<file path="src/rtl/floo_wide_link_serializer.sv">
// Wide-flit to narrow-phit link serializer, LSB phit first, first/last framing, no inter-flit bubble.
// Optional even parity output on each phit when FLOO_SERDES_PARITY_EN is defined.
module floo_wide_link_serializer #(
   parameter int unsigned FlitWidth = 576,
   parameter int unsigned PhitWidth = 64,
   parameter int unsigned NumPhits  = (FlitWidth + PhitWidth - 1) / PhitWidth,
   parameter int unsigned CntWidth  = (NumPhits > 1) ? $clog2(NumPhits) : 1
) (
   input  logic                 clk_i,
   input  logic                 rst_i,
   input  logic                 valid_i,
   output logic                 ready_o,
   input  logic [FlitWidth-1:0] data_i,
   output logic                 valid_o,
   input  logic                 ready_i,
   output logic [PhitWidth-1:0] phit_o,
   output logic                 first_o,
   output logic                 last_o
`ifdef FLOO_SERDES_PARITY_EN
   ,
   output logic                 parity_o
`endif
);

   localparam int unsigned BufWidth = NumPhits * PhitWidth;
   localparam logic [CntWidth-1:0] LastCnt = CntWidth'(NumPhits - 1);

   typedef enum logic [0:0] {StIdle, StSend} state_e;

   state_e                             state_q, state_d;
   logic [CntWidth-1:0]                cnt_q, cnt_d;
   logic [NumPhits-1:0][PhitWidth-1:0] buf_q, buf_d;
   logic [BufWidth-1:0]                flit_ext;
   logic                               cnt_last;
   logic                               flit_accept;

   assign cnt_last = (cnt_q == LastCnt);

   // Ready may only rise combinationally with ready_i on the final phit, enabling back-to-back flits.
   assign ready_o = !rst_i && ((state_q == StIdle) || ((state_q == StSend) && cnt_last && ready_i));
   assign flit_accept = valid_i && ready_o;

   always_comb begin
      flit_ext = '0;
      flit_ext[FlitWidth-1:0] = data_i;
   end

   always_comb begin
      state_d = state_q;
      cnt_d   = cnt_q;
      buf_d   = buf_q;
      if (flit_accept) begin
         buf_d   = flit_ext;
         cnt_d   = '0;
         state_d = StSend;
      end else if ((state_q == StSend) && ready_i) begin
         if (cnt_last) begin
            state_d = StIdle;
         end else begin
            cnt_d = cnt_q + 1'b1;
         end
      end
   end

   always_ff @(posedge clk_i) begin
      if (rst_i) begin
         state_q <= StIdle;
         cnt_q   <= '0;
         buf_q   <= '0;
      end else begin
         state_q <= state_d;
         cnt_q   <= cnt_d;
         buf_q   <= buf_d;
      end
   end

   // Outputs derive from registered state only; no path from valid_i or ready_i.
   always_comb begin
      valid_o = 1'b0;
      phit_o  = '0;
      first_o = 1'b0;
      last_o  = 1'b0;
      if (state_q == StSend) begin
         valid_o = 1'b1;
         phit_o  = buf_q[cnt_q];
         first_o = (cnt_q == '0);
         last_o  = cnt_last;
      end
   end

`ifdef FLOO_SERDES_PARITY_EN
   // phit_o is zero when idle, so its XOR already yields 0 there.
   assign parity_o = ^phit_o;
`endif

endmodule

</file>
<file path="config.mk">
export PLATFORM = sky130hd
export DESIGN_NAME = floo_wide_link_serializer
export DESIGN_NICKNAME = d
export VERILOG_FILES = /design/src/rtl/floo_wide_link_serializer.sv
export SDC_FILE = /design/constraint.sdc
export NUM_CORES = 1
export LEC_CHECK = 0
export CAP_MARGIN = 20
export CELL_PAD_IN_SITES_DETAIL_PLACEMENT = 1
export CELL_PAD_IN_SITES_GLOBAL_PLACEMENT = 1
export CORE_MARGIN = 1
export CORE_UTILIZATION = 36
export DETAILED_ROUTE_END_ITERATION = 8
export PLACE_DENSITY = 0.85
export SETUP_SLACK_MARGIN = 0.4
export SLEW_MARGIN = 25
export SYNTH_ARGS = -nofsm -noshare
export SYNTH_HDL_FRONTEND = slang
export SYNTH_SLANG_ARGS = --single-unit
</file>
<file path="constraint.sdc">
create_clock -name clk_i -period 2.1 [get_ports clk_i]
set_input_delay 0.63 -clock clk_i [delete_from_list [all_inputs] [get_ports clk_i]]
set_output_delay 0.63 -clock clk_i [all_outputs]
set_load 0.03 [all_outputs]
</file>
After elaboration in Yosys (flattened, before gate mapping)
Cells that the tools add are included.
{"block": "word_totals", "ff_bits": 581, "in_bits": 580, "out_inout_bits": 68, "word_cells": 38}
{"block": "op_classes", "add_sub_neg": 1, "order_cmp": 1, "eq_ne": 1, "muxes": 9, "n_bitwise": 2, "reduce_logical": 13}
{"operator": "64-bit binary-select mux with 4-bit select", "count": 1}
{"operator": "64-bit 2-to-1 mux", "count": 2}
{"operator": "1-bit 2-to-1 mux", "count": 6}
{"operator": "1-bit logical AND", "count": 5}
{"operator": "4-bit by 5-bit < comparator with 1-bit output, second input constant", "count": 1}
{"operator": "4-bit by 1-bit adder with 4-bit output, second input constant", "count": 1}
{"operator": "4-bit == test, second input constant", "count": 1}
{"operator": "4-bit zero test", "count": 1}
{"operator": "2-bit AND reduction", "count": 2}
{"operator": "2-bit nonzero test", "count": 2}
{"operator": "1-bit inverter", "count": 2}
{"operator": "2-bit OR reduction", "count": 1}
{"operator": "1-bit zero test", "count": 1}
{"operator": "1-bit logical OR", "count": 1}

Longest topological paths before layout
Gate-level depths: netlist of the first run.
{"block": "logic_depth", "depth_word": 8, "ltp_mapped": 12, "depth_no_buf": 5}

Worst setup path after synthesis of the first run
No wires, ideal clock.
{"block": "synth_timing", "kind": "reg-to-output", "startpoint": "register cnt_q[0]", "endpoint": "output ready_o", "t_arrival_ns": 1.799, "required_time_ns": 1.470, "slack_ns": -0.329, "stages_incl_launch_ff": 8, "path_buffers": 3, "cell_sequence": "dfxtp_1 > buf_2 > buf_2 > buf_1 > inv_1 > ha_1 > nand4b_4 > a21oi_1"}
{"block": "synth_between", "elab_chain_len": 5}
{"item": "start: declaration", "line_no": "31", "rtl": "logic [CntWidth-1:0] cnt_q, cnt_d;"}
{"item": "start signal: assignment", "line_no": "72", "rtl": "cnt_q <= cnt_d;"}
{"item": "4-bit == test", "line_no": "37", "rtl": "assign cnt_last = (cnt_q == LastCnt);"}
{"item": "1-bit logical AND (2 in series)", "line_no": "40", "rtl": "assign ready_o = !rst_i && ((state_q == StIdle) || ((state_q == StSend) && cnt_last && ready_i));"}
{"item": "1-bit logical OR", "line_no": "40"}
{"item": "1-bit logical AND", "line_no": "40"}
{"item": "end: declaration", "line_no": "12", "rtl": "output logic ready_o,"}
No other way between the ends.

Worst setup path in the final report of the first run
{"block": "layout_timing", "startpoint": "register cnt_q[1]", "endpoint": "output phit_o[8]"}
{"block": "layout_between", "elab_chain_len": 3}
{"item": "64-bit binary-select mux with 4-bit select", "line_no": "85", "rtl": "phit_o = buf_q[cnt_q];"}
{"item": "64-bit 2-to-1 mux (implied by the code)", "line_no": "85"}
{"item": "64-bit 2-to-1 mux", "line_no": "83", "rtl": "if (state_q == StSend) begin"}
{"item": "end: declaration", "line_no": "16", "rtl": "output logic [PhitWidth-1:0] phit_o,"}
No other way between the ends. The select of a mux whose other input is x is not followed.

==> results.ini, run 1 <==
[run_status]
status = finished with violations
violations = negative setup slack

[critical_path]
cp_data_required_time_ns = 1.47
crit_arrival_ns = 2.59
worst_path_max_delay_cell = dfxtp_4
crit_chain = buf_12 > buf_16 > buf_16 > buf_4 > mux2i_1 > o22ai_1 > a221o_2 > buf_6
crit_start = cnt_q[1]
cpPeakStageDelay_ns = 0.41
path_class = flop to primary output
crit_path_frequent_cell = buf_16
critPathMaxFanout = 7
critPathBufInv = 5
r2r_start = cnt_q[0]
worstSetupStartpointType = flop
cp_top_family = buffers and inverters
endpoint_kind = primary output

[timing]
layout_setup_ws_ns = -1.117
rsz0062_at_grt = yes
tightest_slew_ns = 0.4269
fin_skew_ns = 0.02695
finalSetupViolations = 648
slew_viol_final = 0
finalCritPeriodShare_pct = 153.2
slew_headroom_pct = 71.54
max_freq_mhz = 310.8
min_period_ns = 3.217
hold_violations = 0

[yosys]
yosys-mux-area-fraction_pct = 28.40
yosys_warnings = 0
synth_xor_area_share_pct = 0
synth_area_um2 = 29930
synth.area.top_cells = dfxtp_1 (39%), nand2b_1 (24%), mux2i_1 (24%)
ys_types = 31
synth_top_family_by_area = multiplexers
yosys.area.top_type = dfxtp_1
ys_seq_area_share_pct = 38.86
synthAdderAreaFrac_pct = 0.08362
synth_compound_area_share_pct = 3.679
ys_ff_latch = 581
syn-num-nets = 3500
netlist.area_leader.share_pct = 38.86
avgSynthCellArea_um2 = 10.26
yosys.area_share.simple_pct = 24.55
syn_inst = 2918

[drt]
routedWlPerCell_um = 26.18
drc = 0
route.vias.total = 25900
drtPass1Iterations = 5
avgViaCountPerCell = 5.315
ant_nets = 0
wl_mm = 127.6
drtIter0Drc = 1591

[cts]
clk_pin_slew_ns = 0.06
clk_latency_ns = 0.62
holdBufCountCts = 0
cts_root_buf = clkbuf_16
cts-htree-levels = 3
cts_sinks = 581
clk_path_buf_depth = 3
tritoncts = yes
cts-buffers-inserted = 68

[finish]
syn_to_final_growth_pct = 52.99
design_area_um2 = 45790
drive_above_1_share_pct = 20.12
nNetsFinal = 4328

[die]
coreArea_um2 = 82110
die-area_um2 = 84290
start_util_pct = 36.45
fp.dieH_um = 290.3
die_x_um = 290.3
ios = 648
rows = 105

[job]
drv_cap = 0

[grt]
grt_start_max_net_pins = 133
grt.total_usage_pct = 25.58
antenna_found_initial = 14
grt-ovfl-total = 0
grt_first_pass_wirelength_mm = 165.1
first_global_vias = 26980

[pwr]
power.density_nw_per_um2 = 660.9
ir_worst_vdd_v = 0.0006149
p_leak_uw = 0.01739

[placement]
dpl.hpwl_mm = 73.23
place_area_um2 = 38380
dp_worst_setup_slack_ns = -0.8092
io_buffer_count = 647
place_congestion = 0.8218

[hold_path]
hold_class = flop to flop
min-delay-start = buf_q[176]

-- final cells by class --
type                    count  area (um2)
diodes                      5       12.51
clock buffers             101        1997
clock inverters            21       256.5
fillers                  8407       36320
inverters                   2       15.01
multi-input cells        2081       17670
flip-flops and latches    581       11640
well taps                1070        1339
repair buffers           1012       12850
-- per-layer routing --
layer,up-vias,global-route usage [%],part of all wire (%)
met5,-,0,0.085
met4,18,10.96,5.6
met3,364,4.596,5.4
met2,1018,45.77,50
met1,12900,29.77,39
li1,11600,-,-
-- synth_stat cells --
cell type and count:
nand2b_1 1152, mux2i_1 705, dfxtp_1 581, clkbuf_1 144, a221o_1 64, mux4_2 64
o22ai_1 64, buf_2 55, buf_4 30, buf_6 21, nand3_1 4, a211oi_1 3
a21oi_1 3, and2_1 3, buf_1 3, o21ai_0 3, buf_8 2, ha_1 2
inv_1 2, nor2_1 2, a21boi_1 1, and3b_1 1, and4b_1 1, nand2_1 1
nand3b_1 1, nand4b_1 1, nand4b_4 1, nand4bb_1 1, nor3_1 1, nor3b_1 1
or3_1 1
-- worst reg2reg max path: stages, from the launching register on --
cell and delay (ns):
dfxtp_4 0.37, buf_12 0.16, buf_12 0.16, buf_6 0.11
buf_6 0.11, inv_6 0.05, ha_4 0.16, nand4b_4 0.13
buf_6 0.14, buf_6 0.10, buf_6 0.10, buf_6 0.11
a21boi_4 0.25, buf_8 0.20, buf_12 0.12, buf_16 0.14
buf_8 0.15, clkbuf_16 0.14, mux2i_1 0.23
-- through the flow --
stage	TNS, ns	std cells	total power (uW)	hold WS (ns)	util [%]
3_5_place_dp	-299.58	4531	16740	0.4641	46.74
4_1_cts	-315.62	4754	29360	0.4763	52.55
5_1_grt	-559.81	4871	31140	0.4883	55.75
2_1_floorplan	-3.354	2918	14760	0.4455	-
6_report	-510.18	4873	30260	0.4746	55.76
3_3_place_gp	-275.86	4531	16630	0.4559	46.74
-- timing repair --
item	CTS	global route
resized for setup	321	212
endpoints found under the setup margin	648	649
buffers inserted	61	68
hold endpoints to repair	0	0
cloned	40	46
pin swaps	23	28
-- worst paths after layout --
check	to	slack [ns]	cells past startpoint
min reg2reg	buf_q[176]	0.47	2
min	buf_q[176]	0.47	2
max reg2reg	buf_q[133]	-0.91	18
max	phit_o[8]	-1.12	8
-- cells by family after synthesis --
group           Yosys count
simple gates           1171
mux                     769
flops                   581
buf+inv                 257
compound gates          138
fa+ha+maj                 2
-- layout by cell type (no fill, tap or decap), types with 11 or more instances in the layout --
cell / instances
o22ai_1: 47
buf_6: 104
mux4_2: 64
mux2i_4: 22
nand2b_1: 1152
buf_4: 98
buf_8: 37
a221o_2: 64
clkbuf_1: 17
clkinv_2: 11
clkdlybuf4s50_1: 578
buf_12: 86
mux2i_1: 642
buf_16: 66
mux2i_2: 41
dfxtp_1: 576
clkbuf_16: 110
clkbuf_8: 15
o22ai_2: 17
-- flip-flops by register name, indices dropped and copies added, names as in the netlist --
| signal | flops |
|---|---|
| buf_q | 576 |
| cnt_q | 4 |
| state_q | 1 |
-- power breakdown --
part           internal (uW)  switching [uW]  leakage [uW]  total [uW]
registers              11700             529       0.00478       12300
clock network           7030            5250       0.00111       12300
logic                   3400            2320        0.0115        5720
total                  22200            8100        0.0174       30300
Note: power is estimated with default switching activity, not from simulation.
==> run 2, diff against run 1 <==
--- a/config.mk
+++ b/config.mk
@@ -11,6 +11,7 @@
 export CORE_MARGIN = 1
 export CORE_UTILIZATION = 36
 export DETAILED_ROUTE_END_ITERATION = 8
+export GPL_ROUTABILITY_DRIVEN = 1
 export PLACE_DENSITY = 0.85
 export SETUP_SLACK_MARGIN = 0.4
 export SLEW_MARGIN = 25
==> results of run 2 <==
The final DEF is identical to that of run 1; final timing and power are the same.
==> run 3, diff against run 2 <==
--- a/config.mk
+++ b/config.mk
@@ -9,10 +9,11 @@
 export CELL_PAD_IN_SITES_DETAIL_PLACEMENT = 1
 export CELL_PAD_IN_SITES_GLOBAL_PLACEMENT = 1
 export CORE_MARGIN = 1
-export CORE_UTILIZATION = 36
+export CORE_UTILIZATION = 30
 export DETAILED_ROUTE_END_ITERATION = 8
 export GPL_ROUTABILITY_DRIVEN = 1
-export PLACE_DENSITY = 0.85
+export MAX_ROUTING_LAYER = met4
+export PLACE_DENSITY = 0.74
 export SETUP_SLACK_MARGIN = 0.4
 export SLEW_MARGIN = 25
 export SYNTH_ARGS = -nofsm -noshare
==> results.ini, run 3 (synthesis gave the netlist of run 1 again) <==
[run_status]
status = finished with violations
violations = negative setup slack

[grt]
use_met1_pct = 25.58
grt_busiest_layer = met2
globalRouteMet2Util_pct = 37.23
grt-ovfl-total = 0
antenna_found_initial = 18
first_global_vias = 26290
grt.total_usage_pct = 22.04
grt_first_pass_wirelength_mm = 163.8
met3_usage_pct = 4.592
grt_start_max_net_pins = 136

[finish]
multiInputGateArea_um2 = 17510
largest_reg_flops = 576
register_area_um2 = 11640
syn_to_final_growth_pct = 50.70
final_cell_count_no_fill = 5055
regMostFlops = buf_q
nFillCells = 10550
utilization_pct = 45.76
drive_above_1_share_pct = 18.40
nNetsFinal = 4276
layout_commonest_cell = nand2b_1
reg_top3 = buf_q (576), cnt_q (4), state_q (1)
final_cell_mix = nand2b_1 (1152), mux2i_1 (668), dfxtp_1 (578), clkdlybuf4s50_1 (578), buf_4 (106)

[critical_path]
cp_data_required_time_ns = 1.47
endpoint_kind = primary output
worstSetupStartpointType = flop
critPathMaxFanout = 7
path_class = flop to primary output
crit_arrival_ns = 2.55
r2r_cells = 16

[die]
fp.dieH_um = 317.8
die-area_um2 = 101000
coreArea_um2 = 98560
rows = 115
die_x_um = 317.8
start_util_pct = 30.36
ios = 648

[timing]
setup_tns_ns = -340.41
finalCritPeriodShare_pct = 151.5
rsz0062_at_grt = yes
hold_violations = 0
slew_headroom_pct = 65.29
fin_skew_ns = 0.02209
max_freq_mhz = 314.3
min_period_ns = 3.182
tightest_slew_ns = 0.5206
finalSetupViolations = 647
layout_setup_ws_ns = -1.082
slew_viol_final = 0

[pwr]
p_clk_share_pct = 42.9
ir_worst_vdd_v = 0.0005409
p_leak_uw = 0.01700
p_int_uw = 22750
p_switching_uw = 7947
pwr-share-comb_pct = 17.3
power_switching_share_pct = 25.89
power.density_nw_per_um2 = 680.7
p_seq_share_pct = 39.8

[drt]
route.vias.total = 24380
avgViaCountPerCell = 4.822
ant_nets = 0
drtIter0Drc = 1335
drtPass1Iterations = 7
wl_mm = 115.0
drc = 0
routedWlPerCell_um = 22.75

[cts]
clk_latency_ns = 0.63
clk_path_buf_depth = 3
cts_sinks = 581
cts-buffers-inserted = 72
holdBufCountCts = 0
cts-htree-levels = 3
cts_root_buf = clkbuf_16
tritoncts = yes
clk_pin_slew_ns = 0.06

[placement]
dp_worst_setup_slack_ns = -0.6238
io_buffer_count = 647
dpl.cell_count = 4763
dpl.hpwl_mm = 76.31
place_congestion = 0.8102

[hold_path]
hold_class = flop to flop
holdPathStages = 2

[job]
drv_cap = 0

run 3: changes by cell type in the layout (fill, tap and decap cells not counted), moves of 16 or more:
cell	change
mux2i_1	+26
buf_8	-21
buf_16	-19
mux2i_2	-19
buf_6	-16
clkbuf_16	-16
run 3: timing repair:
| item | in CTS | in global routing |
|---|---|---|
| pin swaps | 24 | 11 |
| endpoints found under the hold margin | 0 | 0 |
| endpoints found under the setup margin | 648 | 649 |
| buffers inserted | 62 | 21 |
| gates resized for setup | 239 | 71 |
| gates cloned | 38 | 23 |
run 3: cell type report:
cell class,instances,area share (%)
diodes,17,0.09433
clock buffers,104,4.661
clock inverters,27,0.8878
inverters,2,0.02219
multi-input cells,2080,38.82
flip-flops and latches,581,25.81
well taps,1287,3.571
repair buffers,957,26.13
run 3: through the flow:
stage	total power [uW]	area (um2)	hold slack [ns]
6_report	30700	45100	0.4693
5_1_grt	31770	45100	0.4886
4_1_cts	30670	43950	0.4751
3_5_place_dp	16790	38800	0.4620
3_3_place_gp	16720	38800	0.4552
2_1_floorplan	14760	30780	0.4455
run 3: final timing paths:
path,start,end,slack [ns]
worst max-delay path,cnt_q[1],phit_o[12],-1.08
worst min-delay path,buf_q[119],buf_q[119],0.47
worst max register to register,cnt_q[0],buf_q[285],-0.65
worst min register to register,buf_q[119],buf_q[119],0.47
run 3: routing by layer:
layer / up-vias / routed length (um)
li1: 11530 / -
met1: 11990 / 48040
met2: 682 / 57030
met3: 179 / 6035
met4: 0 / 3924
met5: - / 0
run 3: worst max-delay path: stages (launching register included):
cell and delay, ns:
dfxtp_4 0.37, buf_6 0.14, buf_12 0.18, buf_16 0.15, buf_6 0.14, mux2i_1 0.27
o22ai_1 0.13, a221o_2 0.36, buf_12 0.15
run 3: power groups by stage:
stage               clock, uW  sequential, uW  combinational (uW)
floorplan                   0           12200                2540
global placement            0           12400                4330
CTS                     13400           12200                5040
global route            13900           12300                5610
finish                  13200           12200                5310
detailed placement          0           12400                4390
